**src/rtl/alu_pkg.sv**
```systemverilog
// Shared types for alu_pipe: the opcode encoding and the per-stage payload.
package alu_pkg;

  localparam int unsigned MAX_W = 32;

  typedef enum logic [2:0] {
    OP_NOT = 3'b000,
    OP_ADD = 3'b001,
    OP_SUB = 3'b010,
    OP_DIV = 3'b011,
    OP_MOD = 3'b100,
    OP_AND = 3'b101,
    OP_OR  = 3'b110,
    OP_XOR = 3'b111
  } alu_op_e;

  // The result field is sized for the widest legal DATA_W plus carry/borrow.
  typedef struct packed {
    logic [MAX_W:0] res;
    logic           err;
  } alu_payload_t;

endpackage

```
**src/rtl/alu_pipe_stage.sv**
```systemverilog
// One valid/payload register slice of the alu_pipe result pipeline.
module alu_pipe_stage
  import alu_pkg::*;
(
  input  logic         clk_i,
  input  logic         arst_n,
  input  logic         load_i,
  input  logic         valid_i,
  input  alu_payload_t payload_i,
  output logic         valid_o,
  output alu_payload_t payload_o
);

  logic         valid_q, valid_d;
  alu_payload_t payload_q, payload_d;

  assign valid_d   = load_i ? valid_i : valid_q;
  assign payload_d = load_i ? payload_i : payload_q;

  always_ff @(posedge clk_i or negedge arst_n) begin
    if (!arst_n) begin
      valid_q   <= 1'b0;
      payload_q <= '0;
    end else begin
      valid_q   <= valid_d;
      payload_q <= payload_d;
    end
  end

  assign valid_o   = valid_q;
  assign payload_o = payload_q;

endmodule

```
**src/rtl/alu_pipe.sv**
```systemverilog
// Three-channel join ALU with a PIPE_DEPTH-deep elastic result pipeline.
// Build option ALU_PIPE_DIV0_FLAG_EN adds the out_err divide/modulo-by-zero flag.
module alu_pipe
  import alu_pkg::*;
#(
  parameter int unsigned DATA_W     = 8,
  parameter int unsigned PIPE_DEPTH = 2
) (
  input  logic              clk_i,
  input  logic              arst_n,
  input  logic [DATA_W-1:0] in_A,
  input  logic              in_A_valid,
  output logic              in_A_ready,
  input  logic [DATA_W-1:0] in_B,
  input  logic              in_B_valid,
  output logic              in_B_ready,
  input  logic [2:0]        opcode,
  input  logic              opcode_valid,
  output logic              opcode_ready,
  output logic [DATA_W:0]   out,
  output logic              out_valid,
`ifdef ALU_PIPE_DIV0_FLAG_EN
  output logic              out_err,
`endif
  input  logic              out_ready
);

  logic         stage_v   [PIPE_DEPTH];
  logic         stage_ld  [PIPE_DEPTH];
  alu_payload_t stage_pay [PIPE_DEPTH];

  logic         can_load;
  logic         accept;
  logic [DATA_W:0] res_d;
  logic         err_d;
  alu_payload_t pay_d;

  // Readies are forced low while reset is held, not just after the stages clear.
  assign can_load     = stage_ld[0] & arst_n;
  assign in_A_ready   = in_B_valid & opcode_valid & can_load;
  assign in_B_ready   = in_A_valid & opcode_valid & can_load;
  assign opcode_ready = in_A_valid & in_B_valid & can_load;
  assign accept       = in_A_valid & in_B_valid & opcode_valid & can_load;

  always_comb begin
    res_d = '0;
    err_d = 1'b0;
    case (alu_op_e'(opcode))
      OP_NOT: res_d = {1'b0, ~in_A};
      OP_ADD: res_d = {1'b0, in_A} + {1'b0, in_B};
      OP_SUB: res_d = {1'b0, in_A} - {1'b0, in_B};
      OP_DIV: begin
        if (in_B == '0) begin
`ifdef ALU_PIPE_DIV0_FLAG_EN
          err_d = 1'b1;
          res_d = '0;
`else
          res_d = {1'b0, {DATA_W{1'b1}}};
`endif
        end else begin
          res_d = {1'b0, in_A / in_B};
        end
      end
      OP_MOD: begin
        if (in_B == '0) begin
`ifdef ALU_PIPE_DIV0_FLAG_EN
          err_d = 1'b1;
          res_d = '0;
`else
          res_d = {1'b0, in_A};
`endif
        end else begin
          res_d = {1'b0, in_A % in_B};
        end
      end
      OP_AND: res_d = {1'b0, in_A & in_B};
      OP_OR:  res_d = {1'b0, in_A | in_B};
      OP_XOR: res_d = {1'b0, in_A ^ in_B};
      default: res_d = '0;
    endcase
  end

  always_comb begin
    pay_d              = '0;
    pay_d.res[DATA_W:0] = res_d;
    pay_d.err          = err_d;
  end

  for (genvar k = 0; k < PIPE_DEPTH; k++) begin : g_stage
    logic         v_in;
    alu_payload_t p_in;

    if (k == 0) begin : g_first
      assign v_in = accept;
      assign p_in = pay_d;
    end else begin : g_next
      assign v_in = stage_v[k-1];
      assign p_in = stage_pay[k-1];
    end

    // A stage loads when empty or when its successor is taking its content.
    if (k == PIPE_DEPTH - 1) begin : g_last_ld
      assign stage_ld[k] = ~stage_v[k] | out_ready;
    end else begin : g_mid_ld
      assign stage_ld[k] = ~stage_v[k] | stage_ld[k+1];
    end

    alu_pipe_stage u_stage (
      .clk_i     (clk_i),
      .arst_n    (arst_n),
      .load_i    (stage_ld[k]),
      .valid_i   (v_in),
      .payload_i (p_in),
      .valid_o   (stage_v[k]),
      .payload_o (stage_pay[k])
    );
  end

  assign out_valid = stage_v[PIPE_DEPTH-1];
  assign out       = stage_pay[PIPE_DEPTH-1].res[DATA_W:0];
`ifdef ALU_PIPE_DIV0_FLAG_EN
  assign out_err   = stage_pay[PIPE_DEPTH-1].err;
`endif

  logic unused_payload;
  assign unused_payload = ^stage_pay[PIPE_DEPTH-1];

endmodule
```
**config.mk**
```make
export PLATFORM = sky130hd
export DESIGN_NAME = alu_pipe
export DESIGN_NICKNAME = d
export VERILOG_FILES = /design/src/rtl/alu_pkg.sv /design/src/rtl/alu_pipe_stage.sv /design/src/rtl/alu_pipe.sv
export SDC_FILE = /design/constraint.sdc
export NUM_CORES = 1
export LEC_CHECK = 0
export ABC_AREA = 1
export ABC_CLOCK_PERIOD_IN_PS = 2500
export CORE_ASPECT_RATIO = 1.2
export CORE_MARGIN = 3
export CORE_UTILIZATION = 50
export DETAILED_ROUTE_END_ITERATION = 7
export HOLD_SLACK_MARGIN = 0.15
export PLACE_DENSITY = 0.78
export SYNTH_ARGS = -nofsm -noshare
export SYNTH_HDL_FRONTEND = slang
export SYNTH_SLANG_ARGS = --single-unit
export TNS_END_PERCENT = 5
```
**constraint.sdc**
```tcl
create_clock -name clk_i -period 2.5 [get_ports clk_i]
set_input_delay 0.5 -clock clk_i [delete_from_list [all_inputs] [get_ports clk_i]]
set_output_delay 0.5 -clock clk_i [all_outputs]
set_load 0.05 [all_outputs]
```
==> results.sh, run 1 <==
export IMPL_outcome="did not finish"
export IMPL_stop_stage="5_1_grt"
export IMPL_error="[ERROR GRT-0232] Routing congestion too high. Check the congestion heatmap in the GUI."
export IMPL_dp_hpwl_mm=11.6
export IMPL_clk_root_buffer_cell="clkbuf_8"
export IMPL_grt_remaining_overflow=3
export IMPL_htreeDepth=1
export IMPL_synth_edf_count=0
export IMPL_portBuffers=37
export IMPL_grt_max_degree=21
export IMPL_synth_main_ff_cell="dfrtp_1"
export IMPL_syn_nets=716
export IMPL_num_io_pins=38
export IMPL_cts_buffer_depth=2
export IMPL_cts_made_buffers=3
export IMPL_grtUsageTotal_pct=66.1
export IMPL_netlist_area_mm2=0.00393
export IMPL_post_synth_cell_area_avg_um2=6.28
export IMPL_netlist_instances=626
export IMPL_worst_path_end_type="register data pin"
export IMPL_gp_congestion=0.974
export IMPL_async_reset_ff_share_pct=100
export IMPL_synth_distinct_cells=43
export IMPL_cts_sinks=20
export IMPL_post_place_ws_ns=-7.22
export IMPL_start_util_pct=52.8
export IMPL_die_y_um=103
export IMPL_rows=34
export IMPL_ys_warn_count=0
export IMPL_die_width_um=86.9
export IMPL_worst_endpoint="g_stage[0].u_stage.payload_o[5]$_DFFE_PN0N_/D"
export IMPL_synth_ff_latch_count=20
export IMPL_hold_buffers=0
export IMPL_dpl_cell_area_mm2=0.00591
export IMPL_ys_seq_area_share_pct=12.7
[per-stage QoR]
step / hold WS (ns) / instances / util [%]
after detailed placement: 0.460 / 919 / 79.4
after global placement: 0.454 / 919 / 79.4
after CTS: 0.477 / 945 / 87.5
after floorplan: 0.204 / 626 / -
[repair_timing]
item,CTS
gates resized for setup,113
endpoints found under the setup margin,9
pin swaps,76
buffers inserted,23
[layer usage]
layer  global-route usage (%)  overflow
met5                     7.39         0
met1                     63.3         0
met3                     48.2         1
met2                     87.2         1
met4                     68.6         1
[cells by family after synthesis]
kind of cell	Yosys count	synth area share [%]
AND/OR/NAND/NOR	294	33.6
XOR/XNOR	27	6.02
AO/OA/AOI/OAI	108	15.7
adder cells (fa/ha/maj)	65	21.1
buffers and inverters	112	10.8
flip-flops	20	12.7
[cell usage after synthesis, types with 6 or more instances]
cell type  number  area share (%)
a21oi_1        40             5.1
clkbuf_1        6            0.57
dfrtp_1        20              13
ha_1           63              20
inv_1          99             9.5
nand2_1       171              16
nand2_2         7             1.1
nand3_1        32             4.1
nor2_1         42             4.0
nor3_1         10             1.3
o21ai_0        39             5.0
or2_2           8             1.3
xor2_1         22             4.9
==> run 2: changes to the inputs <==
Settings changed: CORE_ASPECT_RATIO 1.2 to default, CORE_UTILIZATION 50 to 35, HOLD_SLACK_MARGIN 0.15 to default, PLACE_DENSITY 0.78 to default, PLACE_DENSITY_LB_ADDON from default to 0.15.
==> run 2 against run 1 <==
  * Synthesized cell count is the same
  * The flow now finishes, with violations (setup timing)
  * Synthesized area unchanged
==> results.sh, run 2 <==
export IMPL_via_per_inst=4.82
export IMPL_cp_required_ns=2.64
export IMPL_cap_violations=0
export IMPL_slowest_delay_ns=0.31
export IMPL_fillerInstances=944
export IMPL_cp_arrival_ns=8.77
export IMPL_die_width_um=112
export IMPL_grtUsageTotal_pct=24.0
export IMPL_die_y_um=112
export IMPL_hold_ws_ns=0.474
export IMPL_p_comb_share_pct=78.6
export IMPL_dieArea_mm2=0.0125
export IMPL_layout_common_cells="buf_4 (227), nand2_1 (133), inv_1 (80)"
export IMPL_synth_distinct_cells=43
export IMPL_syn_to_final_growth_pct=79.2
export IMPL_fmax_ghz=0.116
export IMPL_dr_pass1_iters=5
export IMPL_antenna_cells=0
export IMPL_post_drt_wl_per_cell_um=14.9
export IMPL_start_kind="input pin"
export IMPL_grt_remaining_overflow=0
export IMPL_finalClockSkew_ns=0.00142
export IMPL_ys_warn_count=0
export IMPL_ant_nets=0
export IMPL_outcome="finished, violations left"
export IMPL_vias=4968
export IMPL_hold_viol=0
export IMPL_cpLargestDelayFamily="simple AND/OR/NAND/NOR gates"
export IMPL_post_synth_cell_area_avg_um2=6.28
export IMPL_critPathBufInv=14
export IMPL_cp_startpoint="in_B[6]"
export IMPL_synth_ff_latch_count=20
export IMPL_fp_coreArea_mm2=0.0109
export IMPL_drv_slew=0
export IMPL_worstMarginPinSlew_ns=0.681
export IMPL_grt_max_degree=21
export IMPL_synth_largest_area_cell="ha_1"
export IMPL_rsz0062_at_grt="true"
export IMPL_setup_viol=9
export IMPL_rr_endpoint="g_stage[0].u_stage.payload_o[5]$_DFFE_PN0N_"
export IMPL_crit_top_cell="nand2_2"
export IMPL_postLayoutCellArea_mm2=0.00704
export IMPL_ys_seq_area_share_pct=12.7
export IMPL_worstSkewPairLatency_ns=0.25
export IMPL_async_reset_ff_share_pct=100
export IMPL_p_int_mw=1.70
export IMPL_largest_register_ffs=18
export IMPL_synth_edf_count=0
export IMPL_cp_slowest_cell="nor4_4"
export IMPL_timing_rr_start="g_stage[1].u_stage.valid_o$_DFFE_PN0P_"
export IMPL_dp_hpwl_mm=11.7
export IMPL_irDropWorstVdd_uv=456
export IMPL_cts_sinks=20
export IMPL_layout_commonest_cell="buf_4"
export IMPL_rr_worst_depth=9
export IMPL_wl_mm=15.3
export IMPL_clk_pin_slew_ns=0.07
export IMPL_rows=38
export IMPL_netlist_area_mm2=0.00393
export IMPL_grt_pass1_vias=5243
export IMPL_switching_power_mw=1.36
export IMPL_syn_nets=716
export IMPL_synth_main_ff_cell="dfrtp_1"
export IMPL_reg2reg_setup_slack_ns=1.18
export IMPL_htreeDepth=1
export IMPL_critical_path_endpoint="g_stage[0].u_stage.payload_o[5]$_DFFE_PN0N_"
export IMPL_finalPower_mw=3.06
export IMPL_clk_root_buffer_cell="clkbuf_8"
export IMPL_post_route_period_util_pct=345
export IMPL_drtIter0Drc=259
export IMPL_synth_most_common_cell="nand2_1"
export IMPL_cts_tree="built"
export IMPL_cts_buffer_depth=2
export IMPL_hold_class="flop to flop"
export IMPL_synthTopCellsByArea="ha_1 (20%), nand2_1 (16%), dfrtp_1 (13%)"
export IMPL_relSlewSlack_pct=54.4
export IMPL_setup_ws_ns=-6.13
export IMPL_drive_above_1_share_pct=45.9
export IMPL_ys_top_cells_by_count="nand2_1 (171), inv_1 (99), ha_1 (63)"
export IMPL_antenna_found_initial=0
export IMPL_tns_ns=-49.25
export IMPL_critical_path_class="input pin to flop"
export IMPL_violations="setup timing"
export IMPL_critical_path_depth=64
export IMPL_cellPowerDensity_mw_per_mm2=435
export IMPL_dpl_cell_area_mm2=0.00602
export IMPL_drc=0
export IMPL_start_util_pct=36.1
export IMPL_grt_pass1_wl_mm=24.8
export IMPL_layout_cells_non_filler=1031
export IMPL_critPathMaxFanout=8
export IMPL_clkPwrFrac_pct=7.7
export IMPL_portBuffers=37
export IMPL_synth_top_area_share_pct=20.1
export IMPL_p_leak_nw=3.63
export IMPL_cts_made_buffers=3
export IMPL_dp_cells=974
export IMPL_netlist_instances=626
export IMPL_gp_congestion=0.933
export IMPL_swShare_pct=44.6
export IMPL_min_period_ns=8.63
export IMPL_nets=982
export IMPL_sequentialPowerShare_pct=13.7
export IMPL_endpoint_kind="flop"
export IMPL_num_io_pins=38
run 2: through the flow:
stage | utilization, % | setup slack [ns]
5_1_grt | 64.7 | -6.71
2_1_floorplan | - | -5.77
3_5_place_dp | 55.3 | -7.19
4_1_cts | 62.7 | -5.97
3_3_place_gp | 55.3 | -6.98
6_report | 64.7 | -6.13
run 2: layout make-up:
cell class / instances / area, um^2 / share of cell area [%]
repair buffers: 269 / 2160 / 30.6
multi-input cells: 494 / 3740 / 53.1
well taps: 140 / 175 / 2.49
clock buffers: 4 / 55.1 / 0.782
inverters: 104 / 415 / 5.90
flip-flops and latches: 20 / 500 / 7.10
run 2: worst min path at each step:
stage | from | end | slack, ns | depth (start not counted)
floorplan | arst_n | g_stage[0].u_stage.payload_o[1]$_DFFE_PN0N_ | 0.20 | 0
global route | g_stage[0].u_stage.payload_o[5]$_DFFE_PN0N_ | g_stage[0].u_stage.payload_o[5]$_DFFE_PN0N_ | 0.49 | 2
detailed placement | g_stage[0].u_stage.payload_o[1]$_DFFE_PN0N_ | g_stage[1].u_stage.payload_o[1]$_DFFE_PN0P_ | 0.46 | 2
finish | g_stage[0].u_stage.payload_o[7]$_DFFE_PN0N_ | g_stage[0].u_stage.payload_o[7]$_DFFE_PN0N_ | 0.47 | 2
CTS | g_stage[0].u_stage.payload_o[1]$_DFFE_PN0N_ | g_stage[1].u_stage.payload_o[1]$_DFFE_PN0P_ | 0.48 | 2
global placement | g_stage[0].u_stage.valid_o$_DFFE_PN0N_ | g_stage[1].u_stage.valid_o$_DFFE_PN0P_ | 0.44 | 2
run 2: power groups by stage:
stage          Sequential, mW  Combinational [mW]  Clock [mW]
6_report                0.419                2.41       0.235
3_5_place_dp            0.426                1.93           0
4_1_cts                 0.420                2.25       0.245
2_1_floorplan           0.543               0.977           0
5_1_grt                 0.428                2.63       0.255
3_3_place_gp            0.425                1.91           0
run 2: kinds of logic after synthesis:
logic type	count (synthesis)	share of synthesized area, %
buffers and inverters	112	10.8
DFF	20	12.7
and+or+nand+nor	294	33.6
adders and majority gates	65	21.1
AOI/OAI and AO/OA	108	15.7
xor gates and xnor gates	27	6.02
run 2: tightest hold or removal path, stage by stage (launching register included):
cell     delay [ns]
dfrtp_1        0.34
nand2_1        0.05
nand2_1        0.05
run 2: repair_timing:
action | CTS | global route
gates resized for setup | 112 | 38
pin swaps | 82 | 40
buffers inserted | 51 | 4
cloned | 0 | 0
hold buffers | 0 | 0
setup endpoints to repair | 9 | 9
run 2: per-layer routing:
| layer | part of all wire, % | track usage, % |
|---|---|---|
| met2 | 52 | 44.8 |
| met4 | 3.0 | 9.13 |
| met1 | 42 | 29.1 |
| met3 | 2.8 | 1.03 |
| met5 | 0 | 0 |
No activity file was read; power rests on OpenSTA's default activity.
